[config.mk]
export PLATFORM = sky130hd
export DESIGN_NAME = mem_access_unit
export DESIGN_NICKNAME = d
export VERILOG_FILES = /design/src/rtl/mem_access_unit.sv
export SDC_FILE = /design/constraint.sdc
export NUM_CORES = 1
export LEC_CHECK = 0
export ABC_AREA = 1
export CELL_PAD_IN_SITES_DETAIL_PLACEMENT = 1
export CELL_PAD_IN_SITES_GLOBAL_PLACEMENT = 1
export CORE_UTILIZATION = 29
export DETAILED_ROUTE_END_ITERATION = 8
export PLACE_DENSITY = 0.75
export SKIP_LAST_GASP = 1
export SLEW_MARGIN = 15
export SYNTH_ARGS = -nofsm -noshare
export SYNTH_HDL_FRONTEND = slang
export SYNTH_SLANG_ARGS = --single-unit
export TNS_END_PERCENT = 100
[constraint.sdc]
create_clock -name clk -period 1.7 [get_ports clk]
set_input_delay 0.17 -clock clk [delete_from_list [all_inputs] [get_ports clk]]
set_output_delay 0.17 -clock clk [all_outputs]
set_load 0.02 [all_outputs]
[src/rtl/mem_access_unit.sv]
// mem_access_unit: MEM-stage load/store initiator for a word-addressed data memory.
//   Turns byte/half/word loads and stores into word transactions.
//   Sub-word stores run as read-modify-write; loads are sign/zero extended.
//   Stalls the pipeline until each access completes.
//   Every access ends with a one-cycle RspValid pulse, flagged AddrErr or BusErr on failure.
// Ports:
//   clk, rst_n                   clock (posedge) and asynchronous active-low reset
//   ReqValid/ReqWrite/ReqSize/   pipeline request, held stable while Stall=1
//   ReqSigned/ReqAddr/ReqWData
//   Stall                        combinational pipeline freeze
//   RspValid/RspData/AddrErr/    registered completion pulse with extended load data and error flags
//   BusErr
//   MemAddr/MemWData/MemRead/    word-aligned memory strobe interface; MemReady completes a strobe
//   MemWrite/MemRData/MemReady
module mem_access_unit #(
    parameter int ADDR_LIMIT_BITS = 12,
    parameter int MAX_WAIT        = 15
) (
    input  logic        clk,
    input  logic        rst_n,
    input  logic        ReqValid,
    input  logic        ReqWrite,
    input  logic [1:0]  ReqSize,
    input  logic        ReqSigned,
    input  logic [31:0] ReqAddr,
    input  logic [31:0] ReqWData,
    output logic        Stall,
    output logic        RspValid,
    output logic [31:0] RspData,
    output logic        AddrErr,
    output logic        BusErr,
    output logic [31:0] MemAddr,
    output logic [31:0] MemWData,
    output logic        MemRead,
    output logic        MemWrite,
    input  logic [31:0] MemRData,
    input  logic        MemReady
);
    localparam int WW = $clog2(MAX_WAIT + 1);

    typedef enum logic [1:0] {IDLE, RD, RMW_RD, WR} state_t;

    state_t        state_q, state_d;
    logic [31:0]   addr_q, addr_d;
    logic [31:0]   wdata_q, wdata_d;
    logic [31:0]   rsp_data_q, rsp_data_d;
    logic [1:0]    size_q, size_d;
    logic          signed_q, signed_d;
    logic          rsp_valid_q, rsp_valid_d;
    logic          addr_err_q, addr_err_d;
    logic          bus_err_q, bus_err_d;
    logic [WW-1:0] wait_q, wait_d;

    logic          accept, req_bad, timeout;
    logic [4:0]    shamt;
    logic [31:0]   lane_mask, lane, load_ext, merged;

    always_comb begin
        // The RspValid cycle consumes the request still held on ReqValid.
        accept    = state_q == IDLE && ReqValid && !rsp_valid_q;
        req_bad   = ReqSize == 2'b11 || (ReqSize == 2'b01 && ReqAddr[0]) ||
                    (ReqSize == 2'b10 && ReqAddr[1:0] != 2'b00) || |(ReqAddr >> ADDR_LIMIT_BITS);
        // Word accesses are aligned, so the half-lane shift is zero for them too.
        shamt     = size_q == 2'b00 ? {addr_q[1:0], 3'b000} : {addr_q[1], 4'b0000};
        lane_mask = size_q == 2'b00 ? 32'h0000_00FF : size_q == 2'b01 ? 32'h0000_FFFF : 32'hFFFF_FFFF;
        lane      = (MemRData >> shamt) & lane_mask;
        load_ext  = signed_q && size_q == 2'b00 ? {{24{lane[7]}}, lane[7:0]} :
                    signed_q && size_q == 2'b01 ? {{16{lane[15]}}, lane[15:0]} : lane;
        merged    = (MemRData & ~(lane_mask << shamt)) | ((wdata_q & lane_mask) << shamt);
        timeout   = !MemReady && wait_q == WW'(MAX_WAIT - 1);
    end

    always_comb begin
        state_d     = state_q;
        addr_d      = addr_q;
        wdata_d     = wdata_q;
        size_d      = size_q;
        signed_d    = signed_q;
        wait_d      = wait_q;
        rsp_valid_d = 1'b0;
        rsp_data_d  = '0;
        addr_err_d  = 1'b0;
        bus_err_d   = 1'b0;
        unique case (state_q)
            IDLE: begin
                if (accept) begin
                    addr_d   = ReqAddr;
                    size_d   = ReqSize;
                    signed_d = ReqSigned;
                    wdata_d  = ReqWData;
                    wait_d   = '0;
                    if (req_bad) begin
                        rsp_valid_d = 1'b1;
                        addr_err_d  = 1'b1;
                    end else begin
                        state_d = !ReqWrite ? RD : ReqSize == 2'b10 ? WR : RMW_RD;
                    end
                end
            end
            RD: begin
                if (MemReady) begin
                    rsp_data_d  = load_ext;
                    rsp_valid_d = 1'b1;
                    state_d     = IDLE;
                end
            end
            RMW_RD: begin
                if (MemReady) begin
                    wdata_d = merged;
                    wait_d  = '0;
                    state_d = WR;
                end
            end
            WR: begin
                if (MemReady) begin
                    rsp_valid_d = 1'b1;
                    state_d     = IDLE;
                end
            end
        endcase
        // Wait states count in every memory state; a timeout abandons the access without writing.
        if (state_q != IDLE && !MemReady) begin
            wait_d = wait_q + 1'b1;
            if (timeout) begin
                state_d     = IDLE;
                rsp_valid_d = 1'b1;
                bus_err_d   = 1'b1;
            end
        end
    end

    always_ff @(posedge clk or negedge rst_n) begin
        if (!rst_n) begin
            state_q     <= IDLE;
            addr_q      <= '0;
            wdata_q     <= '0;
            size_q      <= '0;
            signed_q    <= 1'b0;
            wait_q      <= '0;
            rsp_valid_q <= 1'b0;
            rsp_data_q  <= '0;
            addr_err_q  <= 1'b0;
            bus_err_q   <= 1'b0;
        end else begin
            state_q     <= state_d;
            addr_q      <= addr_d;
            wdata_q     <= wdata_d;
            size_q      <= size_d;
            signed_q    <= signed_d;
            wait_q      <= wait_d;
            rsp_valid_q <= rsp_valid_d;
            rsp_data_q  <= rsp_data_d;
            addr_err_q  <= addr_err_d;
            bus_err_q   <= bus_err_d;
        end
    end

    always_comb begin
        Stall    = state_q != IDLE || (ReqValid && !rsp_valid_q);
        RspValid = rsp_valid_q;
        RspData  = rsp_data_q;
        AddrErr  = addr_err_q;
        BusErr   = bus_err_q;
        MemAddr  = {addr_q[31:2], 2'b00};
        MemWData = wdata_q;
        MemRead  = state_q == RD || state_q == RMW_RD;
        MemWrite = state_q == WR;
    end
endmodule

==> Word-level counts from Yosys, hierarchy flattened <==
Index checks and enable logic that the tools add are counted.
{ "op_classes": {"n_eq_ne": 12, "div": 0, "n_mul": 0, "mux": 32, "add_sub_neg": 1, "n_shift": 3, "n_reduce_logical": 27, "bitwise": 5, "order_cmp": 0} }
{ "ops": {"columns": ["op", "count"], "rows": [
  ["$mux 32", 8],
  ["$and 32x32->32", 3],
  ["$pmux 32 s2", 1],
  ["$shl 32x5->32", 2],
  ["$not 32->32", 1],
  ["$or 32x32->32", 1],
  ["$shr 32x5->32", 1],
  ["$reduce_or 20->1", 1],
  ["$mux 4", 4],
  ["$mux 2", 7],
  ["$logic_and 1x1->1", 9],
  ["$mux 1", 9],
  ["$eq 2x2->1 const B", 4],
  ["$pmux 4 s2", 1],
  ["$eq 2x1->1 const B", 3],
  ["$pmux 2 s3", 1],
  ["$reduce_and 3->1", 2],
  ["$reduce_bool 2->1", 3],
  ["$logic_or 1x1->1", 5],
  ["$add 4x1->4 const B", 1],
  ["$eq 4x4->1 const B", 1],
  ["$logic_not 2->1", 2],
  ["$ne 2x2->1 const B", 2],
  ["$ne 3x2->1 const B", 1],
  ["6 further kinds", 7]
]} }
{ "totals": {"mem_bits_rw": 0, "register_bits": 108, "out_inout_bits": 102, "mem_bits_ro": 0, "latchBits": 0, "mem_count": 0} }

==> Logic depth before layout (Yosys ltp) <==
{ "depth": {"word_depth": 10, "ltp_mapped": 12, "mapped_depth_nobuf": 11} }

==> Worst setup path after synthesis <==
OpenSTA, ideal clock, no wires.
{ "synth_path": {"path_type": "reg-to-reg", "startpoint": "register state_q[0]", "endpoint": "register wdata_q[21] (netlist: MemWData[21])", "synth_period_minus_slack_ns": 1.921, "path_buffers": 1, "arrival_time_ns": 1.790, "slack_ns": -0.221, "path_stages_with_launch": 9, "cell_sequence": "dfrtp_1 > inv_1 > ha_1 > nand2_1 > nand2_1 > nand2_1 > a21oi_1 > buf_2 > o21ai_0"} }
{ "synth_via": {"elab_chain_len": 5, "elab_cells_between_ends": 9} }
{ "synth_lines": {"columns": ["element", "line_no", "text"], "rows": [
  ["start: declaration", "43", "state_t state_q, state_d;"],
  ["start signal: assignment", "145", "state_q <= state_d;"],
  ["$logic_not 2->1", "60, 84", null],
  ["$logic_and 1x1->1 (2 in series)", "60", "accept = state_q == IDLE && ReqValid && !rsp_valid_q;"],
  ["$ne 2x2->1 (no source line)", null, null],
  ["$reduce_and 3->1 (no source line)", null, null],
  ["end signal: assignment", "147", "wdata_q <= wdata_d;"],
  ["end: declaration", "45", "logic [31:0] wdata_q, wdata_d;"]
]} }
Several ways; a longest one is shown, not always the timed one.
A chain may end at the register's enable or synchronous reset.

==> Worst setup path in the final report <==
{ "layout_path": {"startpoint": "register state_q[1]", "endpoint": "register wdata_q[30] (netlist: MemWData[30])"} }
The elaborated chain is that of the path after synthesis.

==> flow_metrics.env <==
export IMPL_skew_ns=0.00923
export IMPL_avgRoutedWirePerCell_um=16.9
export IMPL_path_class="register to register"
export IMPL_clock_latency_ns=0.36
export IMPL_gp_congestion=0.866
export IMPL_yosysSeqAreaShare_pct=46.0
export IMPL_critical_path_max_stage_delay_ns=0.42
export IMPL_die_h_um=144
export IMPL_rows=51
export IMPL_boundaryPins=206
export IMPL_antenna_found_initial=0
export IMPL_drt_vias_per_instance=4.75
export IMPL_p_per_area_nw_per_um2=1910
export IMPL_drv_slew=0
export IMPL_vias=5933
export IMPL_synth_distinct_cells=32
export IMPL_cts_tree="yes"
export IMPL_die_area_um2=20800
export IMPL_cp_slowest_cell="dfrtp_1"
export IMPL_port_buffers=203
export IMPL_critPathArrivalTime_ns=1.90
export IMPL_startpoint="state_q[1]"
export IMPL_syn_inst=780
export IMPL_synth_avg_cell_area_um2=7.53
export IMPL_synth_area_leader_cell="dfrtp_1"
export IMPL_drtAntennaViolNets=0
export IMPL_ys_warnings_count=0
export IMPL_crit_end="MemWData[30]"
export IMPL_cts_root_buffer="clkbuf_16"
export IMPL_dpl_hpwl_mm=16.3
export IMPL_cp_top_family="buffers and inverters"
export IMPL_grt_pass1_wl_mm=32.7
export IMPL_grt_total_usage_pct=20.7
export IMPL_fin_crit_sh_pct=98.6
export IMPL_required_ns=1.93
export IMPL_synthToLayoutAreaGrowth_pct=48.7
export IMPL_grt_overflow_total=0
export IMPL_grt_max_degree=42
export IMPL_cts_sinks=108
export IMPL_endpoint_kind="register"
export IMPL_ir_drop_v=0.000963
export IMPL_drt_iter0_markers=350
export IMPL_synth_main_ff_cell="dfrtp_1"
export IMPL_nFillCells=2434
export IMPL_cp_max_fo=5
export IMPL_power_leakage_nw=4.19
export IMPL_layout_cells_non_filler=1248
export IMPL_grt_pass1_vias=6123
export IMPL_setup_viol=0
export IMPL_path_depth=9
export IMPL_synth_async_reset_ratio_pct=100
export IMPL_synthTopCellsByArea="dfrtp_1 (46%), nand2_1 (15%), o21ai_0 (6.4%)"
export IMPL_rsz0062_at_grt="true"
export IMPL_syn_area_um2=5880
export IMPL_numCtsBuffers=9
export IMPL_ys_ff_latch=108
export IMPL_ff2ff_path_depth=9
export IMPL_drt_wl_total_mm=21.2
export IMPL_synthTopCellsByCount="nand2_1 (238), dfrtp_1 (108), inv_1 (95), o21ai_0 (75), a21oi_1 (42)"
export IMPL_antenna_cells=0
export IMPL_clk_pin_slew_ns=0.08
export IMPL_worstHoldPathType="input pin to async pin"
export IMPL_holdWs_ns=0.241
export IMPL_status="complete, no violations"
export IMPL_fin_area_um2=8740
export IMPL_dr_pass1_iters=5
export IMPL_drive_gt1_share_pct=10.5
export IMPL_worstReg2RegEnd="MemWData[30]"
export IMPL_fin_crit_ns=1.68
export IMPL_post_dp_cell_area_um2=8280
export IMPL_synth_edff_count=0
export IMPL_clockBufferDepth=2
export IMPL_drv_cap=0
export IMPL_synth_top_area_share_pct=46.0
export IMPL_fmax_mhz=597
export IMPL_nNetsFinal=1089
export IMPL_hold_viol=0
export IMPL_r2r_start="state_q[1]"
export IMPL_r2r_setup_slack_ns=0.02
export IMPL_start_kind="register"
export IMPL_synth_most_common_cell="nand2_1"
export IMPL_die_width_um=144
export IMPL_path_cells="inv_2, ha_4, inv_2, o21ai_2, nand2_1, buf_6, a21oi_4, buf_6, o21ai_0"
export IMPL_htree_levels=3
export IMPL_path_buf_inv=4
export IMPL_dp_cells=1227
export IMPL_core_area_um2=19700
export IMPL_post_route_drc_count=0
export IMPL_start_util_pct=29.9
## logic make-up after synthesis
group	after synthesis	share of synthesized area [%]
flip-flops	108	46.0
XOR/XNOR	1	0.149
AO/OA/AOI/OAI	184	17.9
other	1	0.0638
AND/OR/NAND/NOR	307	20.8
buffers and inverters	172	13.6
adder cells (fa/ha/maj)	7	1.49
## final cells by class
cell class / instances / area (um2) / area share (%)
flip-flops and latches: 108 / 2700 / 30.9
repair buffers: 256 / 2520 / 28.8
well taps: 265 / 332 / 3.79
clock buffers: 13 / 270 / 3.09
multi-input cells: 502 / 2490 / 28.5
inverters: 101 / 382 / 4.37
clock inverters: 3 / 43.8 / 0.501
## routing by layer
layer	up-vias	global-route usage [%]	wire length, um
met5	-	0	0
met4	0	7.04	427
met3	28	4.93	1650
met2	208	33.4	9930
met1	2844	27.1	9140
li1	2853	-	-
## worst reg2reg max path, cell delays in order, from the launching register on
cell	delay, ns
dfrtp_1	0.42
inv_2	0.10
ha_4	0.16
inv_2	0.05
o21ai_2	0.13
nand2_1	0.12
buf_6	0.15
a21oi_4	0.18
buf_6	0.16
o21ai_0	0.09
## layout by cell type (no fill, tap or decap), drive strengths merged, types with 2 or more instances in the layout
cell	count
nand2	242
clkdlybuf4s50	199
dfrtp	108
inv	98
o21ai	84
buf	53
a21oi	42
nor2	39
o211ai	33
nand3	24
o22ai	14
clkbuf	14
a211oi	7
ha	7
clkinv	5
conb	2
dlygate4sd2	2
a22oi	2
## how the worst min path moves through the flow
stage | startpoint | to | cells past startpoint
final | rst_n | MemWData[13] | 2
after global routing | rst_n | MemWData[13] | 2
after CTS | rst_n | MemWData[11] | 2
after detailed placement | rst_n | MemWData[11] | 1
after global placement | rst_n | MemWData[11] | 1
after floorplan | rst_n | AddrErr | 0
## registers in the layout (all words and copies together) (netlist names)
signal / cells
AddrErr: 1
signed_q: 1
BusErr: 1
MemWData: 32
RspData: 32
addr_q: 32
size_q: 2
state_q: 2
RspValid: 1
wait_q: 4
## timing repair
item | CTS | global route
hold endpoints to repair | 17 | 0
setup endpoints to repair | 40 | 80
resized for setup | 18 | 35
hold buffers | 1 | 0
cloned | 1 | 1
pin swaps | 1 | 3
setup buffers | 0 | 2
## metrics by stage
stage	setup slack [ns]	utilization, %	TNS [ns]	power, mW
finish	0.0236	44.5	0	16.7
global route	-0.0534	44.5	-0.742	17.9
detailed placement	-0.0567	42.1	-0.687	14.0
CTS	-0.0146	44.0	-0.0149	16.5
floorplan	0.00275	-	0	10.1
global placement	-0.0309	42.1	-0.0749	13.8
## power breakdown
part,switching (mW),internal (mW)
Combinational,5.81,4.24
Sequential,0.678,3.67
Clock,1.01,1.27
Power figures use the tool's default switching activity.
